**config.mk**
```make
export PLATFORM = sky130hd
export DESIGN_NAME = shift_reg_unit
export DESIGN_NICKNAME = d
export VERILOG_FILES = /design/src/rtl/shift_reg_unit.sv
export SDC_FILE = /design/constraint.sdc
export NUM_CORES = 1
export LEC_CHECK = 0
export ABC_CLOCK_PERIOD_IN_PS = 1500
export BUFFER_PORTS_ARGS = -buffer_cell sky130_fd_sc_hd__buf_2
export CAP_MARGIN = 20
export CORE_ASPECT_RATIO = 0.7
export CORE_UTILIZATION = 35
export CTS_BUF_LIST = sky130_fd_sc_hd__clkbuf_2
export DETAILED_ROUTE_END_ITERATION = 8
export GPL_ROUTABILITY_DRIVEN = 0
export GPL_TIMING_DRIVEN = 0
export PLACE_DENSITY = 0.67
export SLEW_MARGIN = 20
export SYNTH_ARGS = -nofsm -noshare
export SYNTH_HDL_FRONTEND = slang
export SYNTH_SLANG_ARGS = --single-unit
```
**constraint.sdc**
```tcl
create_clock -name clk -period 1.5 [get_ports clk]
set_input_delay 0.15 -clock clk [delete_from_list [all_inputs] [get_ports clk]]
set_output_delay 0.15 -clock clk [all_outputs]
set_load 0.01 [all_outputs]
```
**src/rtl/shift_reg_unit.sv**
```systemverilog
`default_nettype none
// ============================================================================
//  Module      : shift_reg_unit
//  Description : Parametrised operand/result register with parallel load,
//                clear, shift, rotate and a multi-cycle shift-by-N sequencer
//                that reports its progress through a busy/done handshake.
//  Revision    : 1.0  initial release
// ============================================================================
module shift_reg_unit #(
  parameter int WIDTH     = 8,
  parameter int SHAMT_W   = 4,
  parameter logic [WIDTH-1:0] RESET_VAL = '0
) (
  input  logic               clk,
  input  logic               rst,
  input  logic               en,
  input  logic [2:0]         mode,
  input  logic [WIDTH-1:0]   d,
  input  logic               ser_in,
  input  logic               start,
  input  logic [SHAMT_W-1:0] shamt,
  output logic [WIDTH-1:0]   q,
  output logic [WIDTH-1:0]   qn,
  output logic               cout,
  output logic               busy,
  output logic               done
);

  // Operating mode encodings
  localparam logic [2:0] C_MODE_HOLD = 3'b000;
  localparam logic [2:0] C_MODE_LOAD = 3'b001;
  localparam logic [2:0] C_MODE_SHL  = 3'b010;
  localparam logic [2:0] C_MODE_SHR  = 3'b011;
  localparam logic [2:0] C_MODE_ROL  = 3'b100;
  localparam logic [2:0] C_MODE_ROR  = 3'b101;
  localparam logic [2:0] C_MODE_ASR  = 3'b110;
  localparam logic [2:0] C_MODE_CLR  = 3'b111;

  typedef enum logic [0:0] {
    IDLE = 1'b0,
    RUN  = 1'b1
  } state_t;

  state_t             state_q, state_d;
  logic [WIDTH-1:0]   data_q,  data_d;
  logic               cout_q,  cout_d;
  logic               busy_q,  busy_d;
  logic               done_q,  done_d;
  logic [2:0]         op_q,    op_d;
  logic [SHAMT_W-1:0] cnt_q,   cnt_d;

  logic [WIDTH-1:0]   w_step_data;
  logic               w_step_cout;
  logic [2:0]         w_step_mode;
  logic               w_seq_mode;

  // Only the shift/rotate modes can be sequenced; HOLD/LOAD/CLR with start
  // behave as ordinary single-cycle commands.
  assign w_seq_mode = (mode >= C_MODE_SHL) && (mode <= C_MODE_ASR);

  // While running, the latched operation drives the step logic, not mode.
  assign w_step_mode = (state_q == RUN) ? op_q : mode;

  // One step of the selected operation applied to the current contents.
  always_comb begin
    w_step_data = data_q;
    w_step_cout = cout_q;
    case (w_step_mode)
      C_MODE_HOLD: begin
        w_step_data = data_q;
        w_step_cout = cout_q;
      end
      C_MODE_LOAD: begin
        w_step_data = d;
        w_step_cout = 1'b0;
      end
      C_MODE_SHL: begin
        w_step_data = {data_q[WIDTH-2:0], ser_in};
        w_step_cout = data_q[WIDTH-1];
      end
      C_MODE_SHR: begin
        w_step_data = {ser_in, data_q[WIDTH-1:1]};
        w_step_cout = data_q[0];
      end
      C_MODE_ROL: begin
        w_step_data = {data_q[WIDTH-2:0], data_q[WIDTH-1]};
        w_step_cout = data_q[WIDTH-1];
      end
      C_MODE_ROR: begin
        w_step_data = {data_q[0], data_q[WIDTH-1:1]};
        w_step_cout = data_q[0];
      end
      C_MODE_ASR: begin
        w_step_data = {data_q[WIDTH-1], data_q[WIDTH-1:1]};
        w_step_cout = data_q[0];
      end
      C_MODE_CLR: begin
        w_step_data = '0;
        w_step_cout = 1'b0;
      end
      default: begin
        w_step_data = data_q;
        w_step_cout = cout_q;
      end
    endcase
  end

  // Next-state logic for the register and the shift-by-N sequencer.
  always_comb begin
    state_d = state_q;
    data_d  = data_q;
    cout_d  = cout_q;
    busy_d  = busy_q;
    done_d  = 1'b0;
    op_d    = op_q;
    cnt_d   = cnt_q;

    if (en) begin
      case (state_q)
        IDLE: begin
          if (start && w_seq_mode) begin
            // Acceptance edge: latch the command, do not step yet.
            op_d  = mode;
            cnt_d = shamt;
            if (shamt == '0) begin
              done_d = 1'b1;
            end else begin
              state_d = RUN;
              busy_d  = 1'b1;
            end
          end else begin
            data_d = w_step_data;
            cout_d = w_step_cout;
          end
        end
        RUN: begin
          data_d = w_step_data;
          cout_d = w_step_cout;
          cnt_d  = cnt_q - 1'b1;
          if (cnt_q == {{(SHAMT_W-1){1'b0}}, 1'b1}) begin
            state_d = IDLE;
            busy_d  = 1'b0;
            done_d  = 1'b1;
          end
        end
        default: begin
          state_d = IDLE;
          busy_d  = 1'b0;
        end
      endcase
    end
  end

  // State registers; reset aborts any sequence in progress.
  always_ff @(posedge clk) begin
    if (rst) begin
      state_q <= IDLE;
      data_q  <= RESET_VAL;
      cout_q  <= 1'b0;
      busy_q  <= 1'b0;
      done_q  <= 1'b0;
      op_q    <= C_MODE_HOLD;
      cnt_q   <= '0;
    end else begin
      state_q <= state_d;
      data_q  <= data_d;
      cout_q  <= cout_d;
      busy_q  <= busy_d;
      done_q  <= done_d;
      op_q    <= op_d;
      cnt_q   <= cnt_d;
    end
  end

  assign q    = data_q;
  assign qn   = ~data_q;
  assign cout = cout_q;
  assign busy = busy_q;
  assign done = done_q;

endmodule
`default_nettype wire
```
==> reports/summary.txt <==
TritonCTS Buffers: 3
Synth Flop Type: dfxtp_1
Worst Path Arrival: 1820 ps
Io pins: 39
Die H: 54.1 um
Max clock buf depth: 2
Top-count cell post-synth: dfxtp_1
Cell taking the most area after synthesis: dfxtp_1
Fin crit period: 1550 ps
DRC: 0
Routed Wire Length: 3540 um
Peak supply drop: 323 uV
Drt pass-1 iters: 4
FFs w/ async S/R, synth: 0
Worst Path Required: 1760 ps
Reg2reg setup slack: -50 ps
Total number of vias: 1344
Unrepaired setup endpoints after global routing: yes
Post-route setup slack: -54.6 ps
Synth Register Bits: 19
Synth Area in Simple Gates: 0.167
Synthesized area per cell: 8.60 sq um
Leakage dissipation: 0.741 nW
Syn Nets: 180
Yosys warning count: 0
CP delay by family, top: compound AO/OA/AOI/OAI gates
Sink Count: 19
PwrDens: 739 mW/mm^2
Largest net degree at the start of global routing: 12
Final Max Tran Viols: 0
Crit-path slowest cell: dfxtp_4
Top cell type's share of synthesized area: 0.280
H-tree levels: 1
Core area: 0.00363 sq mm
Area grow syn2layout: 34.4%
Via-to-Cell Ratio: 5.25
Netlist cell types: 52
Final net count: 229
Syn Inst Count: 158
Reg2reg start: state_q
Tcrit/Tclk final: 1.04
Clock skew: 22.2 ps
Crit end category: register
Initial DRC count: 141
CP startpoint: state_q
Total congestion overflow: 0
Status: finished with violations
Commonest cells post-synth: dfxtp_1 (19), nor2_1 (13), inv_1 (11), nand2_1 (11)
Final hold violations: 0
First-pass GRT wire length: 5460 um
Post-synthesis compound-gate area fraction: 0.310
Critical path peak fanout: 5
Setup violations, final: 6
Worst Hold Class: input port to register
Crit path capture: q[5]
Initial antenna violation count: 0
Largest cells by area after synthesis: dfxtp_1 (28%), mux2i_1 (5.2%), buf_6 (4.1%)
Startpoint Class: register
Sum Neg Setup Slack: -115 ps
Max cap viols: 0
Worst-Margin Slew: 536 ps
Place WS: -77.4 ps
Clock transition at the registers of the reported paths: 210 ps
Die Wd: 76.5 um
Mapped cell area: 0.00136 sq mm
Skew-Pair Late Insertion Delay: 330 ps
CP peak stage delay: 410 ps
Full die area: 0.00414 sq mm
PortBufs: 34
Max-slew headroom: 0.640
Kind of critical path: register to register
Largest family of logic cells by synthesized area: compound AO/OA/AOI/OAI gates
Post-synth EDFFs: 0
# rows: 18
Routed len/inst: 13.8 um
FF-to-FF End: q[5]
Failing checks: negative setup slack
Fmax: 643 MHz
Post-Synth XOR/XNOR Area: 0.0433
Share of cells above drive strength 1: 0.427
Post-synthesis sequential area ratio: 0.280
CTS tree: yes
Starting Density: 0.375
Vias in the first global route: 1105
Diode count: 0
Antenna-violating nets left: 0
Total GRT Usage: 0.169
CP Depth: 5
Hold_buf cts: 0
Post-synthesis mux area share: 0.0727
Hpwl dp: 2470 um
Crit path buf inv count: 2
Worst-path cell chain: clkbuf_16, buf_6, mux2i_4, a221o_1, a32o_1
Clk root buf: clkbuf_2
Adder-Cell Fraction of Synth Area: 0.0184
Register-to-Register Path Depth: 5
## logic make-up (layout without fill, tap and decap cells)
kind of cell,count (synthesis),count (layout)
compound gates,55,55
simple gates,43,43
fa+ha+maj,2,2
mux,9,9
flops,19,19
buf+inv,25,73
xor+xnor,5,5
## state kept, by name, summed over array words and instances, names as in the netlist
name,cells
op_q,3
busy,1
q,8
cout,1
state_q,1
done,1
cnt_q,4
## cell usage in the layout (no fill, tap or decap), types with 2 or more instances in the layout
| cell type | instances |
|---|---|
| a211oi_1 | 4 |
| a21o_1 | 2 |
| a21oi_1 | 8 |
| a21oi_2 | 2 |
| a221o_1 | 3 |
| a221oi_2 | 3 |
| a311oi_1 | 2 |
| a32o_1 | 2 |
| buf_2 | 34 |
| buf_4 | 14 |
| buf_6 | 5 |
| clkbuf_2 | 3 |
| dfxtp_1 | 16 |
| dfxtp_4 | 3 |
| ha_1 | 2 |
| inv_1 | 11 |
| mux2i_1 | 6 |
| nand2_1 | 11 |
| nand2_4 | 2 |
| nand2b_1 | 4 |
| nand3_1 | 2 |
| nor2_1 | 12 |
| nor3_4 | 2 |
| nor4_1 | 2 |
| o211ai_1 | 2 |
| o21ai_0 | 4 |
| o21ai_1 | 5 |
| o2bb2ai_1 | 5 |
| xnor2_1 | 2 |
## timing repair
item,CTS,global route
buffers inserted,4,7
gates resized for setup,18,18
gates cloned,0,1
pin swaps,6,9
setup endpoints to repair,10,13
## worst reg2reg max path, delay by kind of cell (launching register included)
kind                   cells  cell delay [ps]
flip-flops                 1              410
multiplexers               1              190
AO/OA/AOI/OAI              2              620
buffers and inverters      2              280
## metal layers
layer  global-route usage  vias to the layer above  routed length [um]
li1                     -                      671                   -
met1                0.252                      637                1810
met2                0.248                       34                1540
met3               0.0424                        2                 167
met4               0.0224                        0                  25
met5                    0                        -                   0
## per-stage QoR
| step | instance area, sq um | util | hold WS (ps) | total power, mW | instances |
|---|---|---|---|---|---|
| detailed placement | 1590 | 0.439 | 437 | 1.01 | 242 |
| finish | 1830 | 0.504 | 50.6 | 1.35 | 256 |
| CTS | 1700 | 0.468 | 52.7 | 1.29 | 250 |
| floorplan | 1360 | - | 222 | 0.885 | 158 |
| global route | 1830 | 0.504 | 39.2 | 1.43 | 256 |
| global placement | 1590 | 0.439 | 428 | 1.00 | 242 |
## area by class of cell
| class | count | area (sq um) |
|---|---|---|
| inverters | 12 | 45.0 |
| plain buffers | 11 | 101 |
| repair buffers | 46 | 282 |
| fillers | 364 | 1800 |
| clock inverters | 1 | 5.00 |
| well taps | 50 | 62.6 |
| multi-input cells | 114 | 925 |
| clock buffers | 3 | 15.0 |
| flip-flops and latches | 19 | 392 |
## report_power, final
part           switching, mW  total (mW)  internal [mW]
registers             0.0492       0.589          0.540
clock network          0.176       0.236         0.0604
logic                  0.269       0.525          0.255
total                  0.495        1.35          0.855
## worst min path at each step
stage / startpoint / to / slack (ps) / cells after the start
4_1_cts: en / state_q / 50 / 2
6_report: en / busy / 50 / 2
3_5_place_dp: en / busy / 440 / 2
5_1_grt: en / state_q / 40 / 2
3_3_place_gp: en / busy / 430 / 2
2_1_floorplan: rst / cout / 220 / 1
No activity file was read; power rests on OpenSTA's default activity.
